## src/rtl/stream_demux_pkg.sv

```systemverilog
// Shared types and limits for the stream_demux_n 1-to-N stream demultiplexer.
package stream_demux_pkg;

   localparam int unsigned MAX_CH = 16;

   typedef logic [0:0] state_t;
   localparam state_t ST_IDLE = 1'b0;
   localparam state_t ST_PKT  = 1'b1;

endpackage

```

## src/rtl/stream_demux_n_if.sv

```systemverilog
// Upstream beat + per-channel downstream bundle for stream_demux_n.
interface stream_demux_n_if #(
   parameter int unsigned DATA_W = 8,
   parameter int unsigned NUM_CH = 4
);
   localparam int unsigned SEL_W = $clog2(NUM_CH);

   logic [DATA_W-1:0]        in_data;
   logic [SEL_W-1:0]         in_sel;
   logic                     in_last;
   logic                     in_valid;
   logic                     in_ready;
   logic [NUM_CH*DATA_W-1:0] out_data;
   logic [NUM_CH-1:0]        out_last;
   logic [NUM_CH-1:0]        out_valid;
   logic [NUM_CH-1:0]        out_ready;
   logic                     err_sel;

   // Producer/consumer side of the demux
   modport master (
      output in_data, in_sel, in_last, in_valid, out_ready,
      input  in_ready, out_data, out_last, out_valid, err_sel
   );

   // Demux side
   modport slave (
      input  in_data, in_sel, in_last, in_valid, out_ready,
      output in_ready, out_data, out_last, out_valid, err_sel
   );
endinterface

```

## src/rtl/demux_out_slot.sv

```systemverilog
// One-entry output holding register with valid/ready load and drain.
module demux_out_slot #(
   parameter int unsigned DATA_W = 8
) (
   input  logic              clk,
   input  logic              rst,
   input  logic              load,
   input  logic [DATA_W-1:0] load_data,
   input  logic              load_last,
   input  logic              out_ready,
   output logic              free_c,
   output logic [DATA_W-1:0] out_data,
   output logic              out_last,
   output logic              out_valid
);

   logic [DATA_W-1:0] data_q, data_d;
   logic              last_q, last_d;
   logic              valid_q, valid_d;

   assign free_c    = !valid_q | out_ready;
   assign out_data  = data_q;
   assign out_last  = last_q;
   assign out_valid = valid_q;

   // Load wins over drain so a same-cycle drain+load keeps the slot full
   always_comb begin
      data_d  = data_q;
      last_d  = last_q;
      valid_d = valid_q;
      if (load) begin
         data_d  = load_data;
         last_d  = load_last;
         valid_d = 1'b1;
      end else if (valid_q && out_ready) begin
         valid_d = 1'b0;
      end
   end

   always_ff @(posedge clk or posedge rst) begin
      if (rst) begin
         data_q  <= '0;
         last_q  <= 1'b0;
         valid_q <= 1'b0;
      end else begin
         data_q  <= data_d;
         last_q  <= last_d;
         valid_q <= valid_d;
      end
   end

endmodule

```

## src/rtl/stream_demux_n.sv

```systemverilog
// Registered 1-to-NUM_CH stream demux with per-channel holding slots.
// Optional packet select lock enabled by defining STREAM_DEMUX_PKT_LOCK_EN.
module stream_demux_n
   import stream_demux_pkg::*;
#(
   parameter int unsigned DATA_W = 8,
   parameter int unsigned NUM_CH = 4
) (
   input logic            clk,
   input logic            rst,
   stream_demux_n_if.slave bus
);

   localparam int unsigned SEL_W = $clog2(NUM_CH);

   if (NUM_CH < 2 || NUM_CH > MAX_CH) begin : g_bad_num_ch
      $error("stream_demux_n: NUM_CH out of range");
   end

   logic [SEL_W-1:0]  eff_sel_c;
   logic              sel_ok_c;
   logic              ready_c;
   logic              accept_c;
   logic [NUM_CH-1:0] free_c;
   logic [NUM_CH-1:0] load_c;
   logic              err_sel_q, err_sel_d;

`ifdef STREAM_DEMUX_PKT_LOCK_EN
   state_t           state_q, state_d;
   logic [SEL_W-1:0] lock_sel_q, lock_sel_d;

   // First accepted beat of a multi-beat packet pins the destination
   always_comb begin
      state_d    = state_q;
      lock_sel_d = lock_sel_q;
      if (state_q == ST_IDLE) begin
         if (accept_c && sel_ok_c && !bus.in_last) begin
            state_d    = ST_PKT;
            lock_sel_d = bus.in_sel;
         end
      end else begin
         if (accept_c && bus.in_last) begin
            state_d = ST_IDLE;
         end
      end
   end

   always_ff @(posedge clk or posedge rst) begin
      if (rst) begin
         state_q    <= ST_IDLE;
         lock_sel_q <= '0;
      end else begin
         state_q    <= state_d;
         lock_sel_q <= lock_sel_d;
      end
   end

   assign eff_sel_c = (state_q == ST_PKT) ? lock_sel_q : bus.in_sel;
`else
   assign eff_sel_c = bus.in_sel;
`endif

   assign sel_ok_c = (32'(eff_sel_c) < NUM_CH);

   // Out-of-range selects are always accepted so they can be dropped
   always_comb begin
      ready_c = 1'b1;
      if (sel_ok_c) begin
         ready_c = 1'b0;
         for (int unsigned k = 0; k < NUM_CH; k++) begin
            if (eff_sel_c == SEL_W'(k)) ready_c = free_c[k];
         end
      end
   end

   assign bus.in_ready = ready_c;
   assign accept_c     = bus.in_valid & ready_c;

   for (genvar k = 0; k < NUM_CH; k++) begin : g_slot
      assign load_c[k] = accept_c & sel_ok_c & (eff_sel_c == SEL_W'(k));

      demux_out_slot #(.DATA_W(DATA_W)) u_slot (
         .clk       (clk),
         .rst       (rst),
         .load      (load_c[k]),
         .load_data (bus.in_data),
         .load_last (bus.in_last),
         .out_ready (bus.out_ready[k]),
         .free_c    (free_c[k]),
         .out_data  (bus.out_data[k*DATA_W +: DATA_W]),
         .out_last  (bus.out_last[k]),
         .out_valid (bus.out_valid[k])
      );
   end

   always_comb begin
      err_sel_d = accept_c & !sel_ok_c;
   end

   always_ff @(posedge clk or posedge rst) begin
      if (rst) err_sel_q <= 1'b0;
      else     err_sel_q <= err_sel_d;
   end

   assign bus.err_sel = err_sel_q;

endmodule

```

## src/flat_wrapper.sv

```systemverilog
// flat-port wrapper written by rule: the top's interface ports become plain ports
module stream_demux_n_flat import stream_demux_pkg::*;
#(
   parameter int unsigned DATA_W = 8,
   parameter int unsigned NUM_CH = 4
)
  (clk, rst, bus_in_data, bus_in_sel, bus_in_last, bus_in_valid, bus_out_ready, bus_in_ready, bus_out_data, bus_out_last, bus_out_valid, bus_err_sel);
  stream_demux_n_if #(.DATA_W(DATA_W), .NUM_CH(NUM_CH)) bus_i ();
  input logic clk;
  input logic rst;
  input wire logic [$bits(bus_i.in_data)-1:0] bus_in_data;
  input wire logic [$bits(bus_i.in_sel)-1:0] bus_in_sel;
  input wire logic [$bits(bus_i.in_last)-1:0] bus_in_last;
  input wire logic [$bits(bus_i.in_valid)-1:0] bus_in_valid;
  input wire logic [$bits(bus_i.out_ready)-1:0] bus_out_ready;
  output wire logic [$bits(bus_i.in_ready)-1:0] bus_in_ready;
  output wire logic [$bits(bus_i.out_data)-1:0] bus_out_data;
  output wire logic [$bits(bus_i.out_last)-1:0] bus_out_last;
  output wire logic [$bits(bus_i.out_valid)-1:0] bus_out_valid;
  output wire logic [$bits(bus_i.err_sel)-1:0] bus_err_sel;
  assign bus_i.in_data = bus_in_data;
  assign bus_i.in_sel = bus_in_sel;
  assign bus_i.in_last = bus_in_last;
  assign bus_i.in_valid = bus_in_valid;
  assign bus_i.out_ready = bus_out_ready;
  assign bus_in_ready = bus_i.in_ready;
  assign bus_out_data = bus_i.out_data;
  assign bus_out_last = bus_i.out_last;
  assign bus_out_valid = bus_i.out_valid;
  assign bus_err_sel = bus_i.err_sel;
  stream_demux_n #(.DATA_W(DATA_W), .NUM_CH(NUM_CH)) u_core (.clk(clk), .rst(rst), .bus(bus_i));
endmodule
```

## config.mk

```make
export PLATFORM = sky130hd
export DESIGN_NAME = stream_demux_n_flat
export DESIGN_NICKNAME = d
export VERILOG_FILES = /design/src/rtl/stream_demux_pkg.sv /design/src/rtl/stream_demux_n_if.sv /design/src/rtl/demux_out_slot.sv /design/src/rtl/stream_demux_n.sv /design/src/flat_wrapper.sv
export SDC_FILE = /design/constraint.sdc
export NUM_CORES = 1
export LEC_CHECK = 0
export BUFFER_PORTS_ARGS = -buffer_cell sky130_fd_sc_hd__buf_2
export CAP_MARGIN = 20
export CELL_PAD_IN_SITES_DETAIL_PLACEMENT = 1
export CELL_PAD_IN_SITES_GLOBAL_PLACEMENT = 2
export CORE_MARGIN = 1.5
export CORE_UTILIZATION = 32
export CTS_CLUSTER_DIAMETER = 100
export CTS_CLUSTER_SIZE = 20
export DETAILED_ROUTE_END_ITERATION = 6
export PLACE_DENSITY_LB_ADDON = 0.1
export SLEW_MARGIN = 15
export SYNTH_ARGS = -nofsm -noshare
export SYNTH_HDL_FRONTEND = slang
export SYNTH_SLANG_ARGS = --single-unit
export TNS_END_PERCENT = 50
```

## constraint.sdc

```tcl
create_clock -name clk -period 1.5 [get_ports clk]
set_input_delay 0 -clock clk [delete_from_list [all_inputs] [get_ports clk]]
set_output_delay 0 -clock clk [all_outputs]
set_load 0.01 [all_outputs]
```

# After elaboration in Yosys (flattened, before gate mapping)
# Cells that the tools add are included.
[totals]
register_bits = 40
latchBits = 0
ramBits = 0
mem_bits_ro = 0
in_bits = 18
out_inout_bits = 42
word_cells = 49
mem_count = 0
[classes]
n_addsub = 0
multipliers = 0
n_div = 0
n_lt_le_gt_ge = 0
n_eq_ne = 3
n_shift = 0
muxes = 12
bitwise_logic = 9
reduce_logical = 13
[op_table]
columns = ["cell", "count"]
rows = [
  ["$mux W1", 12],
  ["$reduce_bool A2 Y1", 4],
  ["$and A1 B1 Y1", 5],
  ["$eq A2 B2 Y1 const B", 2],
  ["$logic_and A1 B1 Y1", 4],
  ["$logic_not A1 Y1", 4],
  ["$or A1 B1 Y1", 4],
  ["$eq A2 B1 Y1 const B", 1],
  ["$logic_not A2 Y1", 1],
]

# Logic depth before layout (Yosys ltp)
# Gate-level depths: netlist (run 1).
[logic_depth]
word_depth = 9
mapped_depth = 4
ltp_nobuf = 3

# Cells and area by module
# A second synthesis (run 1) with hierarchy kept.
[unflattened]
hier_cells = 99
area_unflattened_um2 = 1730.4
[modules_own_cells]
columns = ["module", "instances", "cells_per_inst", "area_per_inst_um2", "seq_area_each_um2"]
rows = [
  ["demux_out_slot", 4, 23, 412.9, 250.2],
  ["stream_demux_n", 1, 7, 78.8, 0.0],
]

# Worst setup path after synthesis (run 1)
# Ideal clock, no wire load.
[synth_path]
path_type = "register to register"
start = "reg u_core.g_slot[2].u_slot.valid_q"
end = "reg u_core.g_slot[2].u_slot.data_q[0]"
setup_time_ns = 0.125
t_arrival_ns = 1.068
required_ns = 1.375
setup_slack_ns = 0.307
path_stages_with_launch = 5
n_path_buf = 1
period_less_slack_ns = 1.193
path_cell_list = "dfrtp_1 > nand2b_1 > nor3b_2 > buf_6 > mux2_2"
[synth_between]
elab_chain_len = 6
[synth_rtl]
columns = ["element", "line_no", "source"]
rows = [
  ["start: declaration", "demux_out_slot.sv:19", "logic valid_q, valid_d;"],
  ["start signal: assignment", "demux_out_slot.sv:48", "valid_q <= valid_d;"],
  ["$logic_not A1 Y1", "demux_out_slot.sv:21", "assign free_c = !valid_q | out_ready;"],
  ["$or A1 B1 Y1", "demux_out_slot.sv:21", ""],
  ["$mux W1 (2 in a row)", "stream_demux_n.sv:71", "if (eff_sel_c == SEL_W'(k)) ready_c = free_c[k];"],
  ["$and A1 B1 Y1", "stream_demux_n.sv:77", "assign accept_c = bus.in_valid & ready_c;"],
  ["$and A1 B1 Y1", "stream_demux_n.sv:80", "assign load_c[k] = accept_c & sel_ok_c & (eff_sel_c == SEL_W'(k));"],
  ["end signal: assignment", "demux_out_slot.sv:46", "data_q <= data_d;"],
  ["end: declaration", "demux_out_slot.sv:17", "logic [DATA_W-1:0] data_q, data_d;"],
]
# No other way between the ends.
# A chain may end at the register's enable or synchronous reset.

# Final worst setup path (run 1)
[layout_path]
start = "reg u_core.g_slot[2].u_slot.valid_q"
end = "out bus_in_ready"
[layout_between]
elab_chain_len = 4
[layout_rtl]
columns = ["element", "line_no", "source"]
rows = [
  ["$logic_not A1 Y1", "demux_out_slot.sv:21", ""],
  ["$or A1 B1 Y1", "demux_out_slot.sv:21", ""],
  ["$mux W1 (2 in a row)", "stream_demux_n.sv:71", ""],
  ["end: declaration", "flat_wrapper.sv:16", "output wire logic [$bits(bus_i.in_ready)-1:0] bus_in_ready;"],
]
# No other way between the ends.

==> run_results.csv, run 1 <==
group,metric,value,unit
synth,syn_inst,108,
critical_path,r2r_slack,0.13,ns
critical_path,path_delay_family,"multiplexers",
clock_network,clkLatencyLatePin,0.29,ns
synth,syn-cell-area,0.00168,mm^2
detailed_routing,vias,1072,
critical_path,r2r-end,"u_core.g_slot[2].u_slot.out_data[5]",
final_layout,drive_above_1_share,0.629,
global_route,grt_first_pass_wirelength,5860,um
global_route,overflow,0,
critical_path,cp-start-kind,"register",
detailed_routing,wl_per_cell,14.7,um
job,maxCapViolCount,0,
clock_network,cts_sinks,40,
min_path,min_from,"bus_out_ready[0]",
clock_network,cts_resized,0,
detailed_routing,dr.pass1.iters,4,
clock_network,h-tree-depth,2,
sta,finalCriticalPeriod,1.38,ns
sta,setup_tns,0,ns
global_route,grt_pass1_vias,1163,
critical_path,critical_path_class,"reg2out",
power,irDropWorstVdd,0.572,mV
critical_path,path_cells,"nand2b_1 > mux4_1 > buf_2",
status,outcome,"finished clean",
detailed_routing,wirelength,3660,um
sta,max_slew.worst_pin.slew,0.511,ns
power,p_leak,1.07,nW
clock_network,cts_root_buffer,"clkbuf_8",
critical_path,worst_path_max_delay_cell,"mux4_1",
power,power,2.84,mW
power,powerDensity,1290,mW/mm^2
die,coreArea,0.00507,mm^2
die,die_h,75.5,um
detailed_routing,drc,0,
final_layout,n_fill_cell,558,
synth,synth_warnings,0,
die,die_w,75.5,um
final_layout,layout_common_cells,"buf_2 (58), dfrtp_1 (40), mux2_2 (27)",
sta,setup_slack,0.122,ns
place,numPortBuffers,58,
critical_path,reg2regPathDepth,4,
global_route,grt_max_degree,41,
clock_network,cts_made_buffers,5,
sta,setup_viol,0,
detailed_routing,drt_iter0_drc,17,
min_path,hold_end,"u_core.g_slot[0].u_slot.out_valid",
sta,finClkSkew,0.00578,ns
final_layout,synthToLayoutAreaGrowth,30.6,%
critical_path,cp_num_buf_inv,1,
sta,rsz0062_at_grt,"no",
critical_path,r2r-start,"u_core.g_slot[2].u_slot.out_valid",
clock_network,clk_pin_slew_worst_paths,0.08,ns
critical_path,cp_max_fo,3,
die,start_util,0.332,
die,rows,26,
critical_path,cp-end-kind,"output port",
sta,final.period_utilization,0.919,
min_path,hold_class,"in2reg",
global_route,grt.total_usage,0.144,
final_layout,antenna_cells,0,
synth,yosysUniqueCellTypes,17,
place,gp_congestion,0.777,
synth,yosysSeqAreaShare,0.595,
die,die_area,0.00570,mm^2
critical_path,required,1.50,ns
clock_network,clockBufferDepth,2,
clock_network,cts_tree,"built",
sta,hold_viol_final,0,
synth,syn_avg_cell_area,15.6,um^2
min_path,whs_path_depth,3,
sta,slew_headroom,0.659,
synth,ys_ff_latch,40,
place,dpl_worst_slack,0.137,ns
sta,drv_slew,0,
place,hpwl,2720,um
detailed_routing,ant_nets,0,
critical_path,cp-startpoint,"u_core.g_slot[2].u_slot.out_valid",
critical_path,critPathMaxStageDelay,0.50,ns
final_layout,nets,195,
synth,synthesis.nets,126,
global_route,antenna_found_initial,0,
final_layout,final_common_cell,"buf_2",
detailed_routing,viasPerCell,4.32,
die,pin_count,60,
sta,fmax,726,MHz
critical_path,crit_arrival,1.38,ns
cell type report:
| class | count | area, um^2 | share of cell area |
|---|---|---|---|
| clock buffers | 6 | 82.6 | 0.0376 |
| well taps | 70 | 87.6 | 0.0399 |
| multi-input cells | 54 | 569 | 0.259 |
| clock inverters | 2 | 10.0 | 0.00456 |
| repair buffers | 75 | 443 | 0.202 |
| inverters | 1 | 3.75 | 0.00171 |
| flip-flops and latches | 40 | 1000 | 0.456 |
metrics by stage:
stage	hold slack, ns	instance area (um^2)	std cells	utilization
CTS	0.0000738	2200	248	0.433
global placement	0.145	2000	230	0.395
floorplan	0.108	1680	108	-
finish	0.000379	2200	248	0.433
global route	0.0130	2200	248	0.433
detailed placement	0.164	2000	230	0.395
sequential cells by signal (all words and copies together) (netlist names):
register / cells
u_core.g_slot.u_slot.out_last: 4
u_core.g_slot.u_slot.out_data: 32
u_core.g_slot.u_slot.out_valid: 4
synthesized netlist by cell type, drive strengths merged:
| library cell | count | area (um^2) |
|---|---|---|
| inv | 1 | 3.75 |
| nor3b | 1 | 12.5 |
| conb | 1 | 3.75 |
| nand2 | 5 | 18.8 |
| and3 | 1 | 11.3 |
| nand3b | 1 | 7.51 |
| mux2 | 36 | 439 |
| dfrtp | 40 | 1000 |
| nor2b | 2 | 15.0 |
| buf | 13 | 109 |
| mux4 | 1 | 26.3 |
| nand3 | 1 | 5.00 |
| nand2b | 4 | 25.0 |
| o21ai | 1 | 5.00 |
cell families (layout without fill, tap and decap cells):
| family | after synthesis | count (layout) | share of synthesized area |
|---|---|---|---|
| mux | 37 | 37 | 0.277 |
| buf+inv | 14 | 84 | 0.0669 |
| flops | 40 | 40 | 0.595 |
| compound gates | 1 | 1 | 0.00297 |
| other cells | 1 | 1 | 0.00223 |
| simple gates | 15 | 15 | 0.0565 |
routing by layer:
layer	wire, um	part of all wire	track usage	vias up
li1	-	-	-	496
met1	1540	0.42	0.172	536
met2	1830	0.50	0.240	35
met3	237	0.065	0.0516	5
met4	49	0.013	0.0536	0
met5	0	0	0	-
worst register-to-register path, cell delays in order (launching register included):
cell and delay (ns):
dfrtp_1 0.38, nand2b_1 0.12, nor3b_2 0.23, buf_4 0.19
mux2_2 0.34
where the power goes:
group	leakage, nW	switching (mW)	internal [mW]
registers	0.478	0.110	1.29
logic	0.541	0.316	0.385
clock network	0.0510	0.373	0.367
total	1.07	0.799	2.04
what timing repair did:
item | in CTS | in global routing
hold buffers | 10 | 0
endpoints found under the hold margin | 73 | 0
buffers inserted | 0 | 0
how the worst max path moves through the flow:
stage | to | cells past startpoint
finish | bus_in_ready | 3
global placement | u_core.g_slot[2].u_slot.out_data[5] | 4
floorplan | u_core.g_slot[2].u_slot.out_data[0] | 4
global route | u_core.g_slot[2].u_slot.out_data[5] | 4
detailed placement | u_core.g_slot[2].u_slot.out_data[5] | 4
CTS | bus_in_ready | 3
Note: power is estimated with default switching activity, not from simulation.
==> run 2: changes to the inputs <==
--- a/config.mk
+++ b/config.mk
@@ -14,6 +14,7 @@
 export CTS_CLUSTER_DIAMETER = 100
 export CTS_CLUSTER_SIZE = 20
 export DETAILED_ROUTE_END_ITERATION = 6
+export MAX_ROUTING_LAYER = met4
 export PLACE_DENSITY_LB_ADDON = 0.1
 export SLEW_MARGIN = 15
 export SYNTH_ARGS = -nofsm -noshare
==> run_results.csv, run 2 (synthesized netlist as in run 1, its figures left out) <==
group,metric,value,unit
critical_path,critPathMaxStageDelay,0.49,ns
power,p_clk_frac,0.260,
clock_network,cts_resized,0,
global_route,grt_first_pass_wirelength,5850,um
place,numPortBuffers,58,
detailed_routing,wirelength,3650,um
detailed_routing,wirelength_met1,1560,um
die,die_w,75.5,um
detailed_routing,vias,1071,
sta,finalCriticalPeriod,1.37,ns
clock_network,h-tree-depth,2,
power,pwr-share-comb,0.247,
clock_network,cts_made_buffers,5,
sta,setup_viol,0,
place,hpwl,2720,um
final_layout,largest_reg_flops,32,
sta,max_slew.worst_pin.slew,0.510,ns
final_layout,utilization,0.433,
critical_path,r2r_slack,0.15,ns
global_route,grt_pass1_vias,1161,
clock_network,clkLatencyLatePin,0.29,ns
sta,setup_tns,0,ns
final_layout,nets,195,
critical_path,cp-start-kind,"register",
critical_path,critical_path_class,"reg2out",
critical_path,cp-end-kind,"output port",
detailed_routing,dr.pass1.iters,4,
place,gp_congestion,0.788,
detailed_routing,drc,0,
clock_network,clk_pin_slew_worst_paths,0.08,ns
power,irDropWorstVdd,0.571,mV
global_route,grt.total_usage,0.149,
clock_network,cts_tree,"built",
critical_path,cp_num_buf_inv,1,
sta,rsz0062_at_grt,"no",
critical_path,crit_arrival,1.37,ns
detailed_routing,viasPerCell,4.32,
detailed_routing,top_layer_used,"met4",
min_path,whs_path_depth,3,
critical_path,path_cells,"nand2b_1 > mux4_1 > buf_2",
final_layout,antenna_cells,0,
clock_network,post_cts_buffers,0,
clock_network,cts_sinks,40,
detailed_routing,wl_met2,1830,um
min_path,min_from,"bus_out_ready[0]",
job,maxCapViolCount,0,
critical_path,r2r-start,"u_core.g_slot[2].u_slot.out_valid",
sta,finClkSkew,0.00533,ns
critical_path,required,1.50,ns
detailed_routing,wl_per_cell,14.7,um
die,start_util,0.332,
detailed_routing,wl_met3,212,um
final_layout,final_common_cell,"buf_2",
critical_path,cp_max_fo,3,
sta,slew_headroom,0.660,
critical_path,path_delay_family,"multiplexers",
min_path,hold_end,"u_core.g_slot[0].u_slot.out_valid",
critical_path,worst_path_max_delay_cell,"mux4_1",
final_layout,n_fill_cell,558,
sta,fmax,732,MHz
power,switchingPower,0.799,mW
global_route,antenna_found_initial,0,
die,die_h,75.5,um
global_route,grt_max_degree,41,
power,swShare,0.281,
min_path,hold_class,"in2reg",
global_route,overflow,0,
sta,hold_viol_final,0,
die,rows,26,
clock_network,clockBufferDepth,2,
critical_path,reg2regPathDepth,4,
power,powerDensity,1290,mW/mm^2
power,p_int,2.04,mW
power,p_leak,1.07,nW
clock_network,cts_root_buffer,"clkbuf_8",
status,outcome,"finished clean",
sta,final.period_utilization,0.911,
die,coreArea,0.00507,mm^2
die,die_area,0.00570,mm^2
final_layout,layout_common_cells,"buf_2 (58), dfrtp_1 (40), mux2_2 (27)",
detailed_routing,drt_iter0_drc,17,
critical_path,r2r-end,"u_core.g_slot[2].u_slot.out_data[5]",
die,pin_count,60,
sta,drv_slew,0,
final_layout,drive_above_1_share,0.629,
power,p_seq_frac,0.493,
final_layout,synthToLayoutAreaGrowth,30.6,%
detailed_routing,ant_nets,0,
[run 2: what timing repair did]
action,4_1_cts,5_1_grt
setup endpoints to repair,0,0
endpoints found under the hold margin,73,0
hold buffers,10,0
[run 2: routing by layer]
layer / up-vias / global-route usage
met5: - / -
met4: 0 / 0.0536
met3: 5 / 0.0450
met2: 35 / 0.239
met1: 535 / 0.178
li1: 496 / -
[run 2: stage by stage]
step	hold WS [ns]	instance area, um^2	power, mW	cells	worst slack (ns)
floorplan	0.108	1680	1.84	108	0.307
CTS	0.0000738	2200	2.89	248	0.109
finish	0.000276	2200	2.84	248	0.133
global route	0.0130	2200	3.02	248	0.0331
detailed placement	0.164	2000	2.12	230	0.137
global placement	0.145	2000	2.09	230	0.161
[run 2: cell type report]
type	count	area [um^2]	share of cell area
repair buffers	75	443	0.202
well taps	70	87.6	0.0399
clock buffers	6	82.6	0.0376
flip-flops and latches	40	1000	0.456
multi-input cells	54	569	0.259
inverters	1	3.75	0.00171
clock inverters	2	10.0	0.00456
[run 2: worst register-to-register path: stages (launching register included)]
cell and delay (ns):
dfrtp_1 0.38, nand2b_1 0.11, nor3b_2 0.22, buf_4 0.19
mux2_2 0.34
[run 2: power by group through the flow]
stage	Combinational [mW]	Clock (mW)	Sequential, mW
2_1_floorplan	0.339	0	1.50
3_3_place_gp	0.678	0	1.42
3_5_place_dp	0.696	0	1.42
4_1_cts	0.716	0.771	1.41
5_1_grt	0.762	0.825	1.43
6_report	0.701	0.740	1.40
[run 2: how the worst max path moves through the flow]
stage,start,to,slack (ns),depth (start not counted)
floorplan,u_core.g_slot[2].u_slot.out_valid,u_core.g_slot[2].u_slot.out_data[0],0.31,4
global placement,u_core.g_slot[2].u_slot.out_valid,u_core.g_slot[2].u_slot.out_data[5],0.16,4
detailed placement,u_core.g_slot[2].u_slot.out_valid,u_core.g_slot[2].u_slot.out_data[5],0.14,4
CTS,u_core.g_slot[2].u_slot.out_valid,bus_in_ready,0.11,3
global route,u_core.g_slot[2].u_slot.out_valid,u_core.g_slot[2].u_slot.out_data[5],0.03,4
finish,u_core.g_slot[2].u_slot.out_valid,bus_in_ready,0.13,3
==> run 3: changes to the inputs <==
==> constraint.sdc (replaced) <==
create_clock -name clk -period 1.4 [get_ports clk]
set_input_delay 0 -clock clk [delete_from_list [all_inputs] [get_ports clk]]
set_output_delay 0 -clock clk [all_outputs]
set_load 0.01 [all_outputs]
==> run_results.csv, run 3 (synthesized netlist as in run 1, its figures left out) <==
group,metric,value,unit
final_layout,antenna_cells,0,
final_layout,nets,197,
clock_network,clkLatencyLatePin,0.29,ns
critical_path,critPathMaxStageDelay,0.50,ns
critical_path,path_depth,3,
clock_network,clockBufferDepth,2,
status,outcome,"finished clean",
sta,finClkSkew,0.00370,ns
final_layout,layout_common_cells,"buf_2 (57), dfrtp_1 (40), mux2_4 (18), mux2_2 (18), dlygate4sd3_1 (12)",
final_layout,largest_reg_flops,32,
critical_path,cp-end-kind,"output port",
final_layout,final_common_cell,"buf_2",
critical_path,cp_num_buf_inv,1,
critical_path,cp_max_fo,3,
power,irDropWorstVdd,0.581,mV
final_layout,drive_above_1_share,0.633,
clock_network,cts_sinks,40,
global_route,antenna_found_initial,0,
clock_network,h-tree-depth,2,
die,die_w,75.5,um
power,p_leak,1.11,nW
die,start_util,0.332,
global_route,grt_first_pass_wirelength,5900,um
detailed_routing,top_layer_used,"met4",
place,numPortBuffers,58,
global_route,grt_max_degree,41,
place,placedInstanceArea,0.00200,mm^2
critical_path,crit_arrival,1.37,ns
detailed_routing,wl_met2,1960,um
global_route,grt_pass1_vias,1165,
critical_path,r2r-end,"u_core.g_slot[2].u_slot.out_data[2]",
die,die_h,75.5,um
detailed_routing,dr.pass1.iters,3,
die,pin_count,60,
global_route,overflow,0,
critical_path,reg2regPathDepth,4,
global_route,grt.total_usage,0.149,
critical_path,path_cells,"nand2b_1 > mux4_2 > buf_6",
clock_network,cts_tree,"built",
sta,hold_viol_final,0,
clock_network,cts_root_buffer,"clkbuf_8",
die,coreArea,0.00507,mm^2
sta,final.period_utilization,0.982,
critical_path,r2r_slack,0.03,ns
min_path,min_from,"bus_in_data[4]",
final_layout,fin_area,0.00227,mm^2
clock_network,post_cts_buffers,0,
die,rows,26,
detailed_routing,wirelength_met1,1620,um
detailed_routing,viasPerCell,4.34,
detailed_routing,vias,1085,
detailed_routing,drt_iter0_drc,25,
min_path,whs_path_depth,2,
sta,fmax,728,MHz
power,powerDensity,1370,mW/mm^2
critical_path,path_delay_family,"multiplexers",
min_path,hold_class,"in2reg",
sta,drv_slew,0,
sta,setup_viol,0,
sta,max_slew.worst_pin.slew,0.508,ns
detailed_routing,wl_met3,188,um
clock_network,cts_made_buffers,5,
job,maxCapViolCount,0,
detailed_routing,drc,0,
place,gp_congestion,0.761,
critical_path,r2r-start,"u_core.g_slot[2].u_slot.out_valid",
sta,rsz0062_at_grt,"yes",
detailed_routing,wl_per_cell,15.2,um
sta,finalCriticalPeriod,1.37,ns
die,die_area,0.00570,mm^2
sta,setup_tns,0,ns
critical_path,worst_path_max_delay_cell,"mux4_2",
detailed_routing,ant_nets,0,
min_path,hold_end,"u_core.g_slot[1].u_slot.out_data[4]",
final_layout,synthToLayoutAreaGrowth,35.2,%
critical_path,critical_path_class,"reg2out",
place,hpwl,2750,um
clock_network,clk_pin_slew_worst_paths,0.08,ns
detailed_routing,wirelength,3790,um
critical_path,required,1.40,ns
critical_path,cp-start-kind,"register",
sta,slew_headroom,0.661,
==> run 3: changes by cell type in the layout (fill, tap and decap cells not counted), sizes merged <==
cell / before / now
clkinv: 2 / 0
clkinvlp: 0 / 2
dlygate4sd3: 10 / 12
==> run 3: power breakdown <==
group / leakage [nW] / switching, mW / total [mW] / internal (mW)
logic: 0.584 / 0.344 / 0.796 / 0.452
clock network: 0.0434 / 0.406 / 0.804 / 0.399
registers: 0.478 / 0.124 / 1.51 / 1.38
==> run 3: how the worst max path moves through the flow <==
stage	from	to
after floorplan	u_core.g_slot[2].u_slot.out_valid	u_core.g_slot[2].u_slot.out_data[0]
after global placement	u_core.g_slot[2].u_slot.out_valid	u_core.g_slot[2].u_slot.out_data[5]
after detailed placement	u_core.g_slot[2].u_slot.out_valid	u_core.g_slot[2].u_slot.out_data[2]
after CTS	u_core.g_slot[2].u_slot.out_valid	u_core.g_slot[2].u_slot.out_data[3]
after global routing	u_core.g_slot[3].u_slot.out_valid	bus_in_ready
final	u_core.g_slot[3].u_slot.out_valid	bus_in_ready
==> run 3: what timing repair did <==
action | CTS | global route
endpoints found under the setup margin | 5 | 19
hold endpoints to repair | 75 | 0
gates resized for setup | 4 | 11
hold buffers | 12 | 0
==> run 3: routing by layer <==
| metal | vias to the layer above | track usage |
|---|---|---|
| met5 | - | - |
| met4 | 0 | 0.0476 |
| met3 | 2 | 0.0450 |
| met2 | 38 | 0.241 |
| met1 | 544 | 0.180 |
| li1 | 501 | - |
==> run 3: cell type report <==
type / count / area [um^2]
clock inverter: 2 / 15.0
clock buffer: 6 / 82.6
timing repair buffer: 77 / 477
fill: 561 / 2800
inverter: 1 / 3.75
sequential: 40 / 1000
tap: 70 / 87.6
multi-input combinational: 54 / 608
==> run 3: through the flow <==
stage                     setup WS, ns   util  instances  total power, mW  hold slack, ns
after CTS                      -0.0109  0.440        250             3.14        0.000892
after floorplan                  0.207      -        108             1.97           0.108
after global placement          0.0635  0.395        230             2.24           0.146
after global routing           -0.0537  0.448        250             3.29         0.00486
final                           0.0257  0.448        250             3.11         0.00767
after detailed placement     -0.000205  0.395        230             2.27           0.159
